**config.mk**
```make
export PLATFORM = sky130hd
export DESIGN_NAME = sram_arbiter_flat
export DESIGN_NICKNAME = d
export VERILOG_FILES = /design/src/rtl/sram_arbiter_if.sv /design/src/rtl/sram_arbiter.sv /design/src/flat_wrapper.sv
export SDC_FILE = /design/constraint.sdc
export NUM_CORES = 1
export LEC_CHECK = 0
export BUFFER_PORTS_ARGS = -buffer_cell sky130_fd_sc_hd__buf_2
export CORE_UTILIZATION = 30
export DETAILED_ROUTE_END_ITERATION = 12
export SKIP_CTS_REPAIR_TIMING = 1
export SLEW_MARGIN = 10
export SYNTH_ARGS = -nofsm -noshare
export SYNTH_HDL_FRONTEND = slang
export SYNTH_SLANG_ARGS = --single-unit
```
**constraint.sdc**
```tcl
create_clock -name clk -period 8.8 [get_ports clk]
set_clock_uncertainty 0.1 [all_clocks]
set_input_delay 1.76 -clock clk [delete_from_list [all_inputs] [get_ports clk]]
set_output_delay 1.76 -clock clk [all_outputs]
set_load 0.01 [all_outputs]
```
**src/rtl/sram_arbiter_if.sv**
```systemverilog
// -----------------------------------------------------------------------------
// sram_arbiter_if
// Bundles the client-side and SRAM-side signals of the SRAM arbiter.
//   slave  : the arbiter's view (takes client requests and memory read data,
//            drives grants, read returns, write-ready and SRAM commands).
//   master : the opposite view (clients plus the SRAM interface model).
// Signal groups:
//   rd0_* / rd1_*  read request, address, grant and return-valid per client
//   rd_data        shared read-return data
//   wr0_* / wr1_*  valid/ready push of address+data into the write FIFOs
//   mem_*          single SRAM port (read enable/address, write enable/address/
//                  data, returned read data)
// -----------------------------------------------------------------------------
interface sram_arbiter_if;
   logic        rd0_req;
   logic [19:0] rd0_addr;
   logic        rd0_gnt;
   logic        rd0_valid;
   logic        rd1_req;
   logic [19:0] rd1_addr;
   logic        rd1_gnt;
   logic        rd1_valid;
   logic [17:0] rd_data;
   logic        wr0_valid;
   logic        wr0_ready;
   logic [19:0] wr0_addr;
   logic [17:0] wr0_data;
   logic        wr1_valid;
   logic        wr1_ready;
   logic [19:0] wr1_addr;
   logic [17:0] wr1_data;
   logic        mem_read_enable;
   logic [19:0] mem_r_addr;
   logic [17:0] mem_data_out;
   logic        mem_write_enable;
   logic [19:0] mem_w_addr;
   logic [17:0] mem_data_in;

   modport slave (
      input  rd0_req, rd0_addr, rd1_req, rd1_addr,
      input  wr0_valid, wr0_addr, wr0_data, wr1_valid, wr1_addr, wr1_data,
      input  mem_data_out,
      output rd0_gnt, rd0_valid, rd1_gnt, rd1_valid, rd_data,
      output wr0_ready, wr1_ready,
      output mem_read_enable, mem_r_addr, mem_write_enable, mem_w_addr, mem_data_in
   );

   modport master (
      output rd0_req, rd0_addr, rd1_req, rd1_addr,
      output wr0_valid, wr0_addr, wr0_data, wr1_valid, wr1_addr, wr1_data,
      output mem_data_out,
      input  rd0_gnt, rd0_valid, rd1_gnt, rd1_valid, rd_data,
      input  wr0_ready, wr1_ready,
      input  mem_read_enable, mem_r_addr, mem_write_enable, mem_w_addr, mem_data_in
   );
endinterface

```
**src/rtl/sram_arbiter.sv**
```systemverilog
// -----------------------------------------------------------------------------
// sram_arbiter
// Shares one SRAM port between two read clients (rd0 display, rd1 overlay) and
// two write clients (wr0 background, wr1 foreground). One operation per clock.
// Ports:
//   clk    system clock, all logic on posedge
//   rst_n  asynchronous active-low reset
//   bus    sram_arbiter_if.slave: client read/write handshakes and SRAM port
// Optional build macro SRAM_ARB_STATS_EN adds:
//   stat_clear (in), stat_rd_count[31:0], stat_wr_count[31:0],
//   stat_forced_count[15:0] -- wrapping issue counters, cleared by stat_clear.
// Grant priority: starved write FIFO > rd0 > rd1 > round-robin writes.
// -----------------------------------------------------------------------------
module sram_arbiter #(
   parameter int READ_LATENCY = 4,
   parameter int WFIFO_DEPTH  = 4,
   parameter int STARVE_LIMIT = 8
) (
   input logic           clk,
   input logic           rst_n,
   sram_arbiter_if.slave bus
`ifdef SRAM_ARB_STATS_EN
   ,
   input  logic          stat_clear,
   output logic [31:0]   stat_rd_count,
   output logic [31:0]   stat_wr_count,
   output logic [15:0]   stat_forced_count
`endif
);
   localparam int PW = $clog2(WFIFO_DEPTH);
   localparam int CW = $clog2(WFIFO_DEPTH + 1);
   localparam int SW = $clog2(STARVE_LIMIT + 1);

   // en_q is 0 during reset and for the first cycle after release; it gates
   // write-ready and all grants so nothing is accepted before the first edge.
   logic        en_q, en_d;
   logic        rr_q, rr_d;                  // 0: wr0 has write priority
   logic [1:0]  rd_gnt, wr_gnt;
   logic        forced;
   logic [1:0]  wr_valid_in;
   logic [19:0] wr_addr_in [2];
   logic [17:0] wr_data_in [2];
   logic [1:0]  fifo_full, fifo_nempty, starved, wr_push;
   logic [37:0] fifo_head [2];              // {addr, data}

   logic        mem_re_q, mem_re_d, mem_we_q, mem_we_d;
   logic        rd_id_q, rd_id_d;
   logic [19:0] mem_r_addr_q, mem_r_addr_d, mem_w_addr_q, mem_w_addr_d;
   logic [17:0] mem_w_data_q, mem_w_data_d;
   logic [READ_LATENCY-1:0] tag_vld_q, tag_vld_d, tag_id_q, tag_id_d;

   assign wr_valid_in   = {bus.wr1_valid, bus.wr0_valid};
   assign wr_addr_in[0] = bus.wr0_addr;
   assign wr_addr_in[1] = bus.wr1_addr;
   assign wr_data_in[0] = bus.wr0_data;
   assign wr_data_in[1] = bus.wr1_data;

   // Per-client write FIFO and starvation counter.
   generate
      for (genvar gi = 0; gi < 2; gi++) begin : g_wfifo
         logic [37:0]   mem_q [WFIFO_DEPTH];
         logic [37:0]   mem_d [WFIFO_DEPTH];
         logic [PW-1:0] wp_q, wp_d, rp_q, rp_d;
         logic [CW-1:0] cnt_q, cnt_d;
         logic [SW-1:0] starve_q, starve_d;

         assign fifo_full[gi]   = (cnt_q == CW'(WFIFO_DEPTH));
         assign fifo_nempty[gi] = (cnt_q != '0);
         assign wr_push[gi]     = wr_valid_in[gi] & en_q & ~fifo_full[gi];
         assign fifo_head[gi]   = mem_q[rp_q];
         assign starved[gi]     = (starve_q == SW'(STARVE_LIMIT));

         always_comb begin
            mem_d    = mem_q;
            wp_d     = wp_q;
            rp_d     = rp_q;
            cnt_d    = cnt_q;
            starve_d = starve_q;
            if (wr_push[gi]) begin
               mem_d[wp_q] = {wr_addr_in[gi], wr_data_in[gi]};
               wp_d        = wp_q + 1'b1;     // power-of-two depth: wraps naturally
            end
            if (wr_gnt[gi]) rp_d = rp_q + 1'b1;
            case ({wr_push[gi], wr_gnt[gi]})
               2'b10:   cnt_d = cnt_q + 1'b1;
               2'b01:   cnt_d = cnt_q - 1'b1;
               default: cnt_d = cnt_q;
            endcase
            if (!fifo_nempty[gi] || wr_gnt[gi]) starve_d = '0;
            else if (!starved[gi])             starve_d = starve_q + 1'b1;
         end

         always_ff @(posedge clk or negedge rst_n) begin
            if (!rst_n) begin
               for (int i = 0; i < WFIFO_DEPTH; i++) mem_q[i] <= '0;
               wp_q     <= '0;
               rp_q     <= '0;
               cnt_q    <= '0;
               starve_q <= '0;
            end else begin
               mem_q    <= mem_d;
               wp_q     <= wp_d;
               rp_q     <= rp_d;
               cnt_q    <= cnt_d;
               starve_q <= starve_d;
            end
         end
      end
   endgenerate

   // Pick one of two candidates; on a tie the round-robin pointer decides.
   function automatic logic [1:0] rr_pick(input logic [1:0] cand, input logic ptr);
      logic [1:0] r;
      if (cand == 2'b11) r = ptr ? 2'b10 : 2'b01;
      else               r = cand;
      return r;
   endfunction

   always_comb begin : arbitrate
      rd_gnt = 2'b00;
      wr_gnt = 2'b00;
      forced = 1'b0;
      if (en_q) begin
         if (starved != 2'b00) begin
            forced = 1'b1;
            wr_gnt = rr_pick(starved, rr_q);
         end else if (bus.rd0_req) begin
            rd_gnt = 2'b01;
         end else if (bus.rd1_req) begin
            rd_gnt = 2'b10;
         end else begin
            wr_gnt = rr_pick(fifo_nempty, rr_q);
         end
      end
   end

   always_comb begin : next_state
      en_d         = 1'b1;
      rr_d         = rr_q;
      mem_re_d     = |rd_gnt;
      mem_we_d     = |wr_gnt;
      mem_r_addr_d = mem_r_addr_q;
      rd_id_d      = rd_id_q;
      mem_w_addr_d = mem_w_addr_q;
      mem_w_data_d = mem_w_data_q;
      if (rd_gnt[0]) begin
         mem_r_addr_d = bus.rd0_addr;
         rd_id_d      = 1'b0;
      end else if (rd_gnt[1]) begin
         mem_r_addr_d = bus.rd1_addr;
         rd_id_d      = 1'b1;
      end
      if (wr_gnt != 2'b00) begin
         {mem_w_addr_d, mem_w_data_d} = wr_gnt[1] ? fifo_head[1] : fifo_head[0];
         rr_d = wr_gnt[0];                   // move priority past the winner
      end
      // Tag enters alongside the cycle mem_read_enable is high, so the tail
      // lines up with mem_data_out READ_LATENCY cycles later.
      tag_vld_d[0] = mem_re_q;
      tag_id_d[0]  = rd_id_q;
      for (int i = 1; i < READ_LATENCY; i++) begin
         tag_vld_d[i] = tag_vld_q[i-1];
         tag_id_d[i]  = tag_id_q[i-1];
      end
   end

   always_ff @(posedge clk or negedge rst_n) begin
      if (!rst_n) begin
         en_q         <= 1'b0;
         rr_q         <= 1'b0;
         mem_re_q     <= 1'b0;
         mem_we_q     <= 1'b0;
         mem_r_addr_q <= '0;
         rd_id_q      <= 1'b0;
         mem_w_addr_q <= '0;
         mem_w_data_q <= '0;
         tag_vld_q    <= '0;
         tag_id_q     <= '0;
      end else begin
         en_q         <= en_d;
         rr_q         <= rr_d;
         mem_re_q     <= mem_re_d;
         mem_we_q     <= mem_we_d;
         mem_r_addr_q <= mem_r_addr_d;
         rd_id_q      <= rd_id_d;
         mem_w_addr_q <= mem_w_addr_d;
         mem_w_data_q <= mem_w_data_d;
         tag_vld_q    <= tag_vld_d;
         tag_id_q     <= tag_id_d;
      end
   end

   assign bus.rd0_gnt          = rd_gnt[0];
   assign bus.rd1_gnt          = rd_gnt[1];
   assign bus.wr0_ready        = en_q & ~fifo_full[0];
   assign bus.wr1_ready        = en_q & ~fifo_full[1];
   assign bus.rd0_valid        = tag_vld_q[READ_LATENCY-1] & ~tag_id_q[READ_LATENCY-1];
   assign bus.rd1_valid        = tag_vld_q[READ_LATENCY-1] &  tag_id_q[READ_LATENCY-1];
   assign bus.rd_data          = tag_vld_q[READ_LATENCY-1] ? bus.mem_data_out : '0;
   assign bus.mem_read_enable  = mem_re_q;
   assign bus.mem_r_addr       = mem_r_addr_q;
   assign bus.mem_write_enable = mem_we_q;
   assign bus.mem_w_addr       = mem_w_addr_q;
   assign bus.mem_data_in      = mem_w_data_q;

`ifdef SRAM_ARB_STATS_EN
   logic [31:0] stat_rd_q, stat_rd_d, stat_wr_q, stat_wr_d;
   logic [15:0] stat_forced_q, stat_forced_d;

   always_comb begin
      stat_rd_d     = stat_rd_q + {31'd0, |rd_gnt};
      stat_wr_d     = stat_wr_q + {31'd0, |wr_gnt};
      stat_forced_d = stat_forced_q + {15'd0, forced};
      if (stat_clear) begin
         stat_rd_d     = '0;
         stat_wr_d     = '0;
         stat_forced_d = '0;
      end
   end

   always_ff @(posedge clk or negedge rst_n) begin
      if (!rst_n) begin
         stat_rd_q     <= '0;
         stat_wr_q     <= '0;
         stat_forced_q <= '0;
      end else begin
         stat_rd_q     <= stat_rd_d;
         stat_wr_q     <= stat_wr_d;
         stat_forced_q <= stat_forced_d;
      end
   end

   assign stat_rd_count     = stat_rd_q;
   assign stat_wr_count     = stat_wr_q;
   assign stat_forced_count = stat_forced_q;
`endif
endmodule

```
**src/flat_wrapper.sv**
```systemverilog
// flat-port wrapper written by rule: the top's interface ports become plain ports
module sram_arbiter_flat 
#(
   parameter int READ_LATENCY = 4,
   parameter int WFIFO_DEPTH  = 4,
   parameter int STARVE_LIMIT = 8
)
  (clk, rst_n, bus_rd0_req, bus_rd0_addr, bus_rd1_req, bus_rd1_addr, bus_wr0_valid, bus_wr0_addr, bus_wr0_data, bus_wr1_valid, bus_wr1_addr, bus_wr1_data, bus_mem_data_out, bus_rd0_gnt, bus_rd0_valid, bus_rd1_gnt, bus_rd1_valid, bus_rd_data, bus_wr0_ready, bus_wr1_ready, bus_mem_read_enable, bus_mem_r_addr, bus_mem_write_enable, bus_mem_w_addr, bus_mem_data_in);
  sram_arbiter_if bus_i ();
  input logic clk;
  input logic rst_n;
  input wire logic [$bits(bus_i.rd0_req)-1:0] bus_rd0_req;
  input wire logic [$bits(bus_i.rd0_addr)-1:0] bus_rd0_addr;
  input wire logic [$bits(bus_i.rd1_req)-1:0] bus_rd1_req;
  input wire logic [$bits(bus_i.rd1_addr)-1:0] bus_rd1_addr;
  input wire logic [$bits(bus_i.wr0_valid)-1:0] bus_wr0_valid;
  input wire logic [$bits(bus_i.wr0_addr)-1:0] bus_wr0_addr;
  input wire logic [$bits(bus_i.wr0_data)-1:0] bus_wr0_data;
  input wire logic [$bits(bus_i.wr1_valid)-1:0] bus_wr1_valid;
  input wire logic [$bits(bus_i.wr1_addr)-1:0] bus_wr1_addr;
  input wire logic [$bits(bus_i.wr1_data)-1:0] bus_wr1_data;
  input wire logic [$bits(bus_i.mem_data_out)-1:0] bus_mem_data_out;
  output wire logic [$bits(bus_i.rd0_gnt)-1:0] bus_rd0_gnt;
  output wire logic [$bits(bus_i.rd0_valid)-1:0] bus_rd0_valid;
  output wire logic [$bits(bus_i.rd1_gnt)-1:0] bus_rd1_gnt;
  output wire logic [$bits(bus_i.rd1_valid)-1:0] bus_rd1_valid;
  output wire logic [$bits(bus_i.rd_data)-1:0] bus_rd_data;
  output wire logic [$bits(bus_i.wr0_ready)-1:0] bus_wr0_ready;
  output wire logic [$bits(bus_i.wr1_ready)-1:0] bus_wr1_ready;
  output wire logic [$bits(bus_i.mem_read_enable)-1:0] bus_mem_read_enable;
  output wire logic [$bits(bus_i.mem_r_addr)-1:0] bus_mem_r_addr;
  output wire logic [$bits(bus_i.mem_write_enable)-1:0] bus_mem_write_enable;
  output wire logic [$bits(bus_i.mem_w_addr)-1:0] bus_mem_w_addr;
  output wire logic [$bits(bus_i.mem_data_in)-1:0] bus_mem_data_in;
  assign bus_i.rd0_req = bus_rd0_req;
  assign bus_i.rd0_addr = bus_rd0_addr;
  assign bus_i.rd1_req = bus_rd1_req;
  assign bus_i.rd1_addr = bus_rd1_addr;
  assign bus_i.wr0_valid = bus_wr0_valid;
  assign bus_i.wr0_addr = bus_wr0_addr;
  assign bus_i.wr0_data = bus_wr0_data;
  assign bus_i.wr1_valid = bus_wr1_valid;
  assign bus_i.wr1_addr = bus_wr1_addr;
  assign bus_i.wr1_data = bus_wr1_data;
  assign bus_i.mem_data_out = bus_mem_data_out;
  assign bus_rd0_gnt = bus_i.rd0_gnt;
  assign bus_rd0_valid = bus_i.rd0_valid;
  assign bus_rd1_gnt = bus_i.rd1_gnt;
  assign bus_rd1_valid = bus_i.rd1_valid;
  assign bus_rd_data = bus_i.rd_data;
  assign bus_wr0_ready = bus_i.wr0_ready;
  assign bus_wr1_ready = bus_i.wr1_ready;
  assign bus_mem_read_enable = bus_i.mem_read_enable;
  assign bus_mem_r_addr = bus_i.mem_r_addr;
  assign bus_mem_write_enable = bus_i.mem_write_enable;
  assign bus_mem_w_addr = bus_i.mem_w_addr;
  assign bus_mem_data_in = bus_i.mem_data_in;
  sram_arbiter #(.READ_LATENCY(READ_LATENCY), .WFIFO_DEPTH(WFIFO_DEPTH), .STARVE_LIMIT(STARVE_LIMIT)) u_core (.clk(clk), .rst_n(rst_n), .bus(bus_i));
endmodule
```
# After elaboration in Yosys (flattened, before gate mapping)
# Index checks and enable logic that the tools add are counted.
[totals] in_bits=140 register_bits=397 word_cells=119
[classes] order_cmp=6 eq_ne=12 addsub=10 n_mux=35 n_bitwise=15 reduce_logical=15
[op_table] cell="$bwmux 152" n=2
[op_table] cell="$mux 38" n=7
[op_table] cell="$bmux 38 s2" n=2
[op_table] cell="$demux 38 s2" n=2
[op_table] cell="$mux 20" n=2
[op_table] cell="$mux 2" n=11
[op_table] cell="$mux 18" n=1
[op_table] cell="$mux 4" n=4
[op_table] cell="$ge 3x3->1 const B" n=4
[op_table] cell="$not 2->3" n=4
[op_table] cell="$pmux 3 s2" n=2
[op_table] cell="$reduce_bool 2->1" n=5
[op_table] cell="$add 2x1->2 const B" n=4
[op_table] cell="$add 4x1->4 const B" n=2
[op_table] cell="$and 1x1->1" n=8
[op_table] cell="$eq 2x2->1 const B" n=4
[op_table] cell="$eq 4x4->1 const B" n=2
[op_table] cell="$add 3x1->3 const B" n=2
[op_table] cell="$eq 3x3->1 const B" n=2
[op_table] cell="$lt 3x1->1 const B" n=2
[op_table] cell="$reduce_bool 3->1" n=2
[op_table] cell="$sub 3x1->3 const B" n=2
[op_table] cell="$eq 2x1->1 const B" n=2
[op_table] cell="$ne 2x2->1 const B" n=2
[op_table] cell="6 further kinds" n=13

# Longest topological paths before layout
# Gate-level depths: netlist of the first run.
[logic_depth] depth_word=9 mapped_depth=13 depth_no_buf=11

# Worst setup path after synthesis of the first run
# No wires, ideal clock.
[synth_timing] path_kind="input to output" startpoint="in bus_rd0_req" endpoint="out bus_rd0_gnt" stages=3 arrival_time_ns=2.234 path_slack_ns=4.706 t_required_ns=6.940 path_buffers=1 cell_sequence="nand4_1 buf_2 inv_1"
[synth_via] elab_chain_len=3
[synth_lines] item="from (decl)" line_no="flat_wrapper.sv:12" text="input wire logic [$bits(bus_i.rd0_req)-1:0] bus_rd0_req;"
[synth_lines] item="$mux 2" line_no="sram_arbiter.sv:127" text="end else if (bus.rd0_req) begin"
[synth_lines] item="$mux 2" line_no="sram_arbiter.sv:124" text="if (starved != 2'b00) begin"
[synth_lines] item="$mux 2" line_no="sram_arbiter.sv:123" text="if (en_q) begin"
[synth_lines] item="to (decl)" line_no="flat_wrapper.sv:23" text="output wire logic [$bits(bus_i.rd0_gnt)-1:0] bus_rd0_gnt;"
# No other way between the ends.

# Final worst setup path of the first run
# Ends and elaborated chain as after synthesis.

==> results by group, run 1 <==
Outcome
  • Status: complete, no violations

Route
  • DR WL/cell: just over 20 um
  • Routed vias: 10800
  • Antenna-violating nets left: 0
  • Initial DRC count: approximately 410
  • Final wirelength: ~45000 um
  • Drt first pass iters: 4
  • Remaining DRCs: 0
  • DR vias/cell: slightly below 5

STA
  • Final worst setup slack: about 4.4 ns
  • Final setup vio count: 0
  • Tmin final: about 4.4 ns
  • Count of pins over their slew limit: 0
  • Final worst path period share: 50.04%
  • WHS: ~0.25 ns
  • Total negative slack: 0 ns
  • Worst Max-Slew Pin Slew: about 1.0 ns
  • Unrepaired setup endpoints after global routing: false
  • Max-slew headroom: between 30% and 40%
  • Fmax: around 230 MHz
  • Hold violation total from the final report: 0

Clocking
  • Max clock buf depth: 3
  • Clock root buffer: clkbuf_16
  • Skew-Pair Late Insertion Delay: between 0.5 and 0.6 ns
  • CTS tree: built
  • Clock-pin slew on the worst setup and hold paths: around 0.06 ns
  • H-tree depth: 2
  • TritonCTS buffer count: between 40 and 50
  • CTS sink count: 397

Synth
  • Synthesis-stage register bit count: between 300 and 400
  • Post-synth ARST share: 100.0%
  • Number of flops mapped to enable cells by yosys: 0
  • Mapped cell area: 0.01770 sq mm
  • Sequential share of the synthesized area: 56.13%
  • Synth warn: 0
  • Yosys cell types: between 40 and 50
  • Syn_nets: 1367
  • Synth Flop Type: dfrtp_1
  • Mean Syn Cell Area: between 10 and 15 sq um
  • Cell count after synthesis: 1211

Worst setup path
  • Largest delay share family, worst path: buffers and inverters
  • R2r endpoint: u_core.g_wfifo[0].cnt_q[2]$_DFFE_PN0P_
  • Crit Path Category: in -> out
  • Critical path launch point type: primary input
  • RR Startpoint: u_core.g_wfifo[1].starve_q[0]$_DFFE_PN0P_
  • Critical path required time: around 6.9 ns
  • R2r setup slk: 5.38 ns
  • Crit-path most repeated cell: buf_2
  • Crit path buf inv count: 4
  • CP peak stage delay: 0.34 ns
  • Worst EP arrival: between 2 and 3 ns
  • Critical-path maximum fanout: 21
  • Critical path, cell by cell: buf_2 -> nand4_1 -> buf_4 -> inv_1 -> buf_2
  • Reg2reg path depth: 12
  • CP max-delay cell: buf_4
  • Crit end category: output port

Min path
  • Min-Delay Path Depth: 0
  • HP Start: u_core.tag_id_q[2]$_DFF_PN0_
  • HP Class: reg -> reg
  • WHS Endpoint: u_core.tag_id_q[3]$_DFF_PN0_

Finish
  • Finished Cell Area: between 0.02 and 0.025 sq mm
  • Area delta synth->final: 19.07%
  • Filler cell count: ~5600
  • Share of cells above drive strength 1: roughly half
  • Final layout net count: 1573

Placement
  • Detailed placer's ending HPWL: between 20000 and 30000 um
  • PortBufs: 223
  • Area after DPL: 0.01964 sq mm
  • Placer congestion estimate: 0.7403
  • Pre-CTS WS: approximately 4.3 ns

Power and ir drop
  • PD cells: between 300 and 400 mW/mm^2
  • Leakage: roughly 9.3 nW
  • Pwr Total: 7.733 mW
  • VDD IR max: around 0.19 mV

Global routing
  • Congestion Overflow GR: 0
  • Initial antenna violation count: 13
  • Largest net degree at the start of global routing: about 170
  • Vias in the first global route: 11660
  • Global-route wire length before repair: roughly 70000 um
  • Gr usage total: around 15%

Die
  • DIE AREA: approximately 0.06 sq mm
  • Cell Rows: just under 90
  • Core Area: 0.05803 sq mm
  • Die X: 244.9 um
  • Num ports: 224
  • Die Y-Extent: between 200 and 250 um
  • Initial Utilization: 30.50%

Flow run
  • Max_cap viols: 0
-- how the worst max path moves through the flow --
stage / startpoint / slack (ns) / cells past startpoint / end
final: bus_rd0_req / 4.40 / 5 / bus_rd0_gnt
after global routing: bus_rd0_req / 4.31 / 5 / bus_rd0_gnt
after CTS: bus_rd0_req / 4.39 / 5 / bus_rd0_gnt
after detailed placement: bus_rd1_req / 4.26 / 11 / u_core.g_wfifo[0].cnt_q[2]$_DFFE_PN0P_
after global placement: bus_rd1_req / 4.26 / 11 / u_core.g_wfifo[0].cnt_q[2]$_DFFE_PN0P_
after floorplan: bus_rd0_req / 4.71 / 3 / bus_rd0_gnt
-- power breakdown --
part	leakage (nW)	internal [mW]	switching [mW]
clock network	0.695	1.09	0.742
logic	3.90	1.50	1.19
registers	4.75	2.71	0.498
-- cells by family (layout without fill, tap and decap cells) --
kind of cell	Yosys count	count (layout)	share of synthesized area [%]
xor gates and xnor gates	18	18	0.8908
muxes	400	400	30.14
AOI/OAI and AO/OA	77	77	3.429
DFF	397	397	56.13
adders and majority gates	16	16	1.216
other	1	7	0.02119
buffers and inverters	142	379	3.464
and+or+nand+nor	160	160	4.701
-- registers in the layout, summed over array words and instances, names as in the netlist --
| signal | count |
|---|---|
| u_core.bus.mem_data_in | 18 |
| u_core.bus.mem_r_addr | 20 |
| u_core.bus.mem_read_enable | 1 |
| u_core.bus.mem_w_addr | 20 |
| u_core.bus.mem_write_enable | 1 |
| u_core.en_q | 1 |
| u_core.g_wfifo.cnt_q | 6 |
| u_core.g_wfifo.mem_q | 304 |
| u_core.g_wfifo.rp_q | 4 |
| u_core.g_wfifo.starve_q | 8 |
| u_core.g_wfifo.wp_q | 4 |
| u_core.rd_id_q | 1 |
| u_core.rr_q | 1 |
| u_core.tag_id_q | 4 |
| u_core.tag_vld_q | 4 |
-- layout make-up --
type                            count  area, sq um  share of cell area [%]
Timing Repair Buffer              244         1296                   6.151
Inverter                           59        221.5                   1.051
Multi-Input combinational cell    672         7227                   34.30
Antenna cell                        6        15.01                 0.07125
Clock buffer                       62         1237                   5.872
Clock inverter                     14        178.9                  0.8491
Sequential cell                   397         9940                   47.17
Tap cell                          765        957.2                   4.542
-- cell usage in the layout, fill, tap and decap left out, types with 10 or more instances in the layout --
cell         n
and2_1      19
ha_1        14
nor2_1      26
dfrtp_1    393
inv_1       59
mux2i_1     20
nor3_1      81
a211oi_1    28
mux2_2     304
mux4_2      76
buf_4       20
clkbuf_16   43
xnor2_1     10
buf_2      222
a21oi_1     23
clkbuf_1    10
-- metrics by stage --
step                      util (%)  instances
after global placement       33.85       2137
after CTS                    36.29       2213
after global routing         36.31       2217
after floorplan                  -       1211
after detailed placement     33.85       2137
final                        36.32       2219
-- layer usage --
layer / share of wire [%] / track usage (%) / up-vias
met5: 0.19 / 0 / -
met4: 2.5 / 4.982 / 12
met3: 5.5 / 3.641 / 77
met2: 49 / 26.20 / 254
met1: 42 / 18.84 / 5626
li1: - / - / 4830
-- synthesized netlist by cell type, types with 3 or more instances --
library cell	n	area share (%)
dfrtp_1	397	56
mux2_2	304	19
nor3_1	81	2.3
mux4_2	76	9.7
inv_1	59	1.3
buf_2	55	1.6
a211oi_1	28	1.2
nor2_1	26	0.55
clkbuf_1	24	0.51
a21oi_1	23	0.65
mux2i_1	20	1.1
and2_1	19	0.67
ha_1	14	0.99
nand2_1	12	0.25
xnor2_1	10	0.49
a211oi_2	9	0.64
xor2_1	8	0.40
o21ai_0	4	0.11
nor3b_1	3	0.13
o31a_1	3	0.15
Note: power is estimated with default switching activity, not from simulation.
==> inputs of run 2 (changes only) <==
clock period = 4.4 ns   (was 8.8 ns; I/O delays follow)
==> run 2 against run 1 <==
- total power up 98%
- count of clock-buffer cells in the layout rose by 3
- critical path depth is 2 higher
- core utilization about the same
- final cell count hardly changed
- combinational power is 97% higher
- die area unchanged
- setup slack got worse by 3.3 ns
- largest power group unchanged
- highest routed layer unchanged
==> results by group, run 2 (synthesized netlist as in run 1, its figures left out) <==
Power and ir drop
  • VDD IR max: 0.4153 mV (+120%)
  • Pwr Total: 15.31 mW (+98%)
  • Leakage: 9.361 nW (+0.21%)
  • PD cells: 726.7 mW/mm^2 (+98%)

Route
  • Initial DRC count: 538 (+31%)
  • Antenna-violating nets left: 0 (unchanged)
  • Final wirelength: 45390 um (+0.75%)
  • Remaining DRCs: 0 (unchanged)
  • DR vias/cell: 4.876 (+0.20%)
  • Drt first pass iters: 4 (unchanged)
  • DR WL/cell: 20.45 um (+0.70%)
  • Routed vias: 10830 (+0.24%)

Clocking
  • TritonCTS buffer count: 43 (unchanged)
  • Clock-pin slew on the worst setup and hold paths: 0.06 ns (about the same)
  • Skew-Pair Late Insertion Delay: 0.56 ns (about the same)
  • H-tree depth: 2 (unchanged)
  • CTS tree: built
  • Max clock buf depth: 3 (unchanged)
  • CTS sink count: 397 (unchanged)
  • Clock root buffer: clkbuf_16

STA
  • WHS: 0.2491 ns (+0.0002320 ns)
  • Count of pins over their slew limit: 0 (unchanged)
  • Worst Max-Slew Pin Slew: 0.9686 ns (-0.02818 ns)
  • Max-slew headroom: 35.43% (+1.9 points)
  • Final worst path period share: between 70% and 80%
  • Total negative slack: 0 ns (unchanged)
  • Unrepaired setup endpoints after global routing: false
  • Tmin final: around 3.3 ns
  • Hold violation total from the final report: 0 (unchanged)
  • Fmax: 299.1 MHz
  • Final setup vio count: 0 (unchanged)

Worst setup path
  • Crit-path most repeated cell: inv_1
  • Critical path launch point type: flop
  • Worst EP arrival: 2.36 ns (-0.18 ns)
  • Crit end category: output port
  • Critical path, cell by cell: inv_1 -> ha_1 -> nand3b_1 -> nand4_1 -> buf_4 -> inv_1 -> buf_2
  • Critical path required time: 3.42 ns (-3.52 ns)
  • Largest delay share family, worst path: buffers and inverters
  • Crit Path Category: reg -> out
  • Crit path buf inv count: 4 (unchanged)
  • CP peak stage delay: 0.39 ns (+0.05 ns)
  • CP max-delay cell: dfrtp_1
  • Critical-path maximum fanout: 21 (unchanged)

Min path
  • HP Class: reg -> reg

Finish
  • Multi-input logic area: 0.007227 sq mm (unchanged)
  • Final layout net count: 1580 (+0.45%)
  • Top reg by flops: u_core.g_wfifo.mem_q
  • Most common cell after layout, fill and taps aside: dfrtp_1
  • Share of cells above drive strength 1: 50.14% (+0.21 points)
  • Area delta synth->final: 19.03% (about the same)
  • FF/Latch Area: 0.009940 sq mm (unchanged)
  • Final Non-Filler Cells: 2220 (+0.045%)
  • Commonest non-fill, non-tap cells in the layout: 393 x dfrtp_1, 304 x mux2_2, 222 x buf_2
  • Filler cell count: 5590 (unchanged)
  • Max FFs per register: 304 (unchanged)

Outcome
  • Status: complete, no violations

Placement
  • Detailed placer's ending HPWL: 30010 um (+4.2%)
  • Placed insts: 2144 (+0.33%)
  • PortBufs: 223 (unchanged)
  • Placer congestion estimate: 0.7340 (-0.85%)

Global routing
  • Largest net degree at the start of global routing: 115 (-31%)
  • Vias in the first global route: 11670 (+0.13%)
  • Global-route wire length before repair: 70640 um (+0.84%)
  • Gr usage total: 15.44% (+0.16 points)
  • Congestion Overflow GR: 0 (unchanged)
  • Initial antenna violation count: 14 (+1)

Die
  • DIE AREA: 0.05997 sq mm (unchanged)
  • Num ports: 224 (unchanged)
  • Initial Utilization: 30.50% (unchanged)
  • Core Area: 0.05803 sq mm (unchanged)
  • Cell Rows: 88 (unchanged)
  • Die Y-Extent: 244.9 um (unchanged)
  • Die X: 244.9 um (unchanged)

Flow run
  • Max_cap viols: 0 (unchanged)
run 2: cell count changes in the layout (fill, tap and decap cells not counted):
cell / before / now
clkbuf_8: 9 / 12
buf_12: 1 / 4
clkinvlp_4: 2 / 0
bufinv_16: 4 / 0
diode_2: 6 / 1
buf_4: 20 / 24
clkinv_2: 7 / 9
run 2: worst paths after layout:
path,start,end,slack (ns),depth (start not counted)
worst min register to register,u_core.tag_vld_q[2]$_DFF_PN0_,u_core.tag_vld_q[3]$_DFF_PN0_,0.25,0
worst max register to register,u_core.g_wfifo[1].starve_q[0]$_DFFE_PN0P_,u_core.g_wfifo[0].cnt_q[2]$_DFFE_PN0P_,1.33,11
worst min-delay path,u_core.tag_vld_q[2]$_DFF_PN0_,u_core.tag_vld_q[3]$_DFF_PN0_,0.25,0
min in group asynchronous,rst_n,u_core.g_wfifo[1].mem_q[21]$_DFFE_PN0P_,0.29,1
max in group asynchronous,rst_n,u_core.g_wfifo[1].mem_q[143]$_DFFE_PN0P_,2.93,2
worst max-delay path,u_core.g_wfifo[0].starve_q[0]$_DFFE_PN0P_,bus_rd0_gnt,1.06,7
run 2: cell type report:
| cell class | instances | area share [%] |
|---|---|---|
| sequential | 397 | 47.18 |
| clock inverter | 10 | 0.2554 |
| clock buffer | 65 | 6.070 |
| tap | 765 | 4.544 |
| multi-input combinational | 672 | 34.31 |
| antenna | 1 | 0.01188 |
| inverter | 59 | 1.051 |
| timing repair buffer | 251 | 6.581 |
run 2: where the power goes:
group / total (mW) / internal, mW / switching (mW)
Combinational: 5.31 / 3.03 / 2.28
Clock: 3.45 / 2.00 / 1.46
Sequential: 6.55 / 5.43 / 1.12
run 2: per-stage QoR:
step,setup WS (ns),instance area (sq um),util (%)
floorplan,1.402,17700,-
global placement,1.083,19730,34.00
detailed placement,1.069,19730,34.00
CTS,1.017,21060,36.30
global route,0.8852,21070,36.31
finish,1.057,21070,36.31
run 2: worst reg2reg max path, stage by stage, from the launching register on:
cell	delay, ns
dfrtp_1	0.37
inv_1	0.08
ha_1	0.22
and3b_1	0.35
o31a_2	0.43
nor2_2	0.30
ha_1	0.26
inv_1	0.07
fa_1	0.43
xor2_1	0.15
nor2_1	0.12
xnor2_1	0.13
run 2: layer usage:
layer	track usage, %	up-vias	share of wire (%)
li1	-	4823	-
met1	20.05	5663	43
met2	26.19	249	49
met3	3.313	78	5.1
met4	3.640	12	1.8
met5	0	-	0.18
==> inputs of run 3 (changes only) <==
clock period = 2.9 ns   (was 4.4 ns; I/O delays follow)
==> run 3 against run 2 <==
- clock power increased by 59%
- combinational power increased by 58%
- routed wire length decreased by 1.5%
- critical path depth unchanged
- first-iteration DRC count decreased by 1.7%
- global-route usage decreased by 0.19 points
- sequential share of layout area decreased by 0.74 points
- hold slack got worse by 0.074 ns
- core utilization increased by 0.58 points
- sequential power increased by 50%
- final cell count increased by 0.86%
- largest cell class unchanged
- non-clock buffer count increased by 14
==> results by group, run 3 (synthesized netlist as in run 1, its figures left out) <==
Worst setup path
  • Crit end category: output port
  • Critical path required time: 2.22 ns (-1.20 ns)
  • Worst EP arrival: 2.00 ns (-0.36 ns)
  • Crit Path Category: reg -> out
  • Critical path launch point type: flop
  • Critical-path maximum fanout: 7 (-67%)

Power and ir drop
  • PD cells: 1105 mW/mm^2 (+52%)
  • VDD IR max: 0.4888 mV (+18%)
  • Leakage: 9.527 nW (+1.8%)

Outcome
  • Status: complete, no violations

Route
  • Antenna-violating nets left: 0 (unchanged)
  • Drt first pass iters: 4 (unchanged)
  • DR WL/cell: 19.98 um (-2.3%)
  • Final wirelength: 44730 um (-1.5%)
  • Remaining DRCs: 0 (unchanged)
  • Initial DRC count: 529 (-1.7%)
  • Routed vias: 10880 (+0.48%)
  • DR vias/cell: 4.858 (-0.37%)

Global routing
  • Largest net degree at the start of global routing: 99 (-14%)
  • Global-route wire length before repair: 69950 um (-0.97%)
  • Vias in the first global route: 11740 (+0.62%)
  • Congestion Overflow GR: 0 (unchanged)
  • Gr usage total: 15.25% (-0.19 points)
  • Initial antenna violation count: 12 (-2)

STA
  • Fmax: 372.8 MHz
  • Tmin final: around 2.7 ns
  • Unrepaired setup endpoints after global routing: false
  • Count of pins over their slew limit: 0 (unchanged)
  • Hold violation total from the final report: 0 (unchanged)
  • Final worst path period share: approximately 90%
  • Max-slew headroom: 46.12% (+11 points)
  • Final worst setup slack: 0.2175 ns (-0.8396 ns)
  • Total negative slack: 0 ns (unchanged)
  • Worst Max-Slew Pin Slew: 0.8082 ns (-0.1604 ns)
  • Final setup vio count: 0 (unchanged)

Placement
  • Area after DPL: 0.01998 sq mm (+1.3%)
  • PortBufs: 223 (unchanged)
  • Pre-CTS WS: 0.1536 ns (-0.9152 ns)
  • Placed insts: 2157 (+0.61%)
  • Placer congestion estimate: 0.7660 (+4.4%)
  • Detailed placer's ending HPWL: 29560 um (-1.5%)

Clocking
  • CTS tree: built
  • TritonCTS buffer count: 44 (+2.3%)
  • Clock-pin slew on the worst setup and hold paths: 0.06 ns (about the same)
  • Skew-Pair Late Insertion Delay: 0.58 ns (+0.02 ns)
  • Clock root buffer: clkbuf_16
  • H-tree depth: 2 (unchanged)
  • CTS sink count: 397 (unchanged)
  • Max clock buf depth: 3 (unchanged)

Die
  • Die X: 244.9 um (unchanged)
  • Initial Utilization: 30.50% (unchanged)
  • Core Area: 0.05803 sq mm (unchanged)
  • Cell Rows: 88 (unchanged)
  • Num ports: 224 (unchanged)
  • Die Y-Extent: 244.9 um (unchanged)
  • DIE AREA: 0.05997 sq mm (unchanged)

Flow run
  • Max_cap viols: 0 (unchanged)

Finish
  • Commonest non-fill, non-tap cells in the layout: 393 x dfrtp_1, 304 x mux2_2, 222 x buf_2
  • Max FFs per register: 304 (unchanged)
  • Final layout net count: 1595 (+0.95%)
  • Top reg by flops: u_core.g_wfifo.mem_q
  • Area delta synth->final: 20.93%
  • Finished Cell Area: 0.02140 sq mm (+1.6%)
  • Final Non-Filler Cells: 2239 (+0.86%)
  • Finished Core Util: 36.89% (+0.58 points)
  • Most common cell after layout, fill and taps aside: dfrtp_1
  • Share of cells above drive strength 1: 50.78% (+0.64 points)

Min path
  • HP Class: in -> reg
[run 3: cell types whose count changed in the layout (fill, tap and decap cells not counted)]
cell	previous run	this run
dlygate4sd3_1	0	1
inv_6	1	2
buf_12	4	16
clkbuf_16	43	45
clkinvlp_4	0	4
bufinv_16	0	1
clkinv_2	9	10
clkbuf_1	10	9
buf_4	24	25
clkbuf_8	12	9
[run 3: worst paths after layout]
kind	slack (ns)	endpoint	depth (start not counted)	from
setup / recovery	0.22	bus_rd0_gnt	7	u_core.g_wfifo[0].starve_q[0]$_DFFE_PN0P_
hold / removal	0.17	u_core.g_wfifo[0].mem_q[142]$_DFFE_PN0P_	2	bus_wr0_addr[10]
setup reg to reg	0.29	u_core.g_wfifo[0].cnt_q[2]$_DFFE_PN0P_	11	u_core.g_wfifo[1].starve_q[0]$_DFFE_PN0P_
hold reg to reg	0.25	u_core.tag_vld_q[2]$_DFF_PN0_	0	u_core.tag_vld_q[1]$_DFF_PN0_
max in group asynchronous	1.37	u_core.g_wfifo[0].mem_q[62]$_DFFE_PN0P_	3	rst_n
min in group asynchronous	0.38	u_core.g_wfifo[1].mem_q[21]$_DFFE_PN0P_	2	rst_n
[run 3: cell type report]
| type | count | area [sq um] |
|---|---|---|
| Timing Repair Buffer | 265 | 1644 |
| Tap cell | 765 | 957.2 |
| Sequential cell | 397 | 9940 |
| Clock inverter | 17 | 127.6 |
| Inverter | 59 | 221.5 |
| Clock buffer | 63 | 1284 |
| Antenna cell | 1 | 2.502 |
| Fill cell | 5557 | 36620 |
| Multi-Input combinational cell | 672 | 7227 |
[run 3: per-stage QoR]
stage               power [mW]  hold WS [ns]
floorplan                15.52        0.1844
global placement         18.03        0.2367
detailed placement       18.42        0.2379
CTS                      24.02       -0.2407
global route             25.15        0.1658
finish                   23.64        0.1748
[run 3: layer usage]
metal / GRT usage, % / vias to the layer above / wire length [um]
met5: 0 / - / 51
met2: 26.05 / 269 / 22260
met4: 4.357 / 8 / 1015
li1: - / 4863 / -
met3: 3.379 / 81 / 2287
met1: 19.28 / 5656 / 19120
[run 3: power by group]
part           internal [mW]  total [mW]  leakage (nW)  switching, mW
Sequential              8.24        9.80          4.75           1.56
Combinational           4.74        8.38          4.09           3.65
Clock                   3.17        5.47         0.693           2.29
Total                   16.1        23.6          9.53           7.50
[run 3: critical path: stages, from the launching register on]
cell and delay (ns):
dfrtp_1 0.37, inv_1 0.08, ha_1 0.23, nand3b_1 0.12, buf_4 0.17, nand4_1 0.19, inv_1 0.12, buf_2 0.14
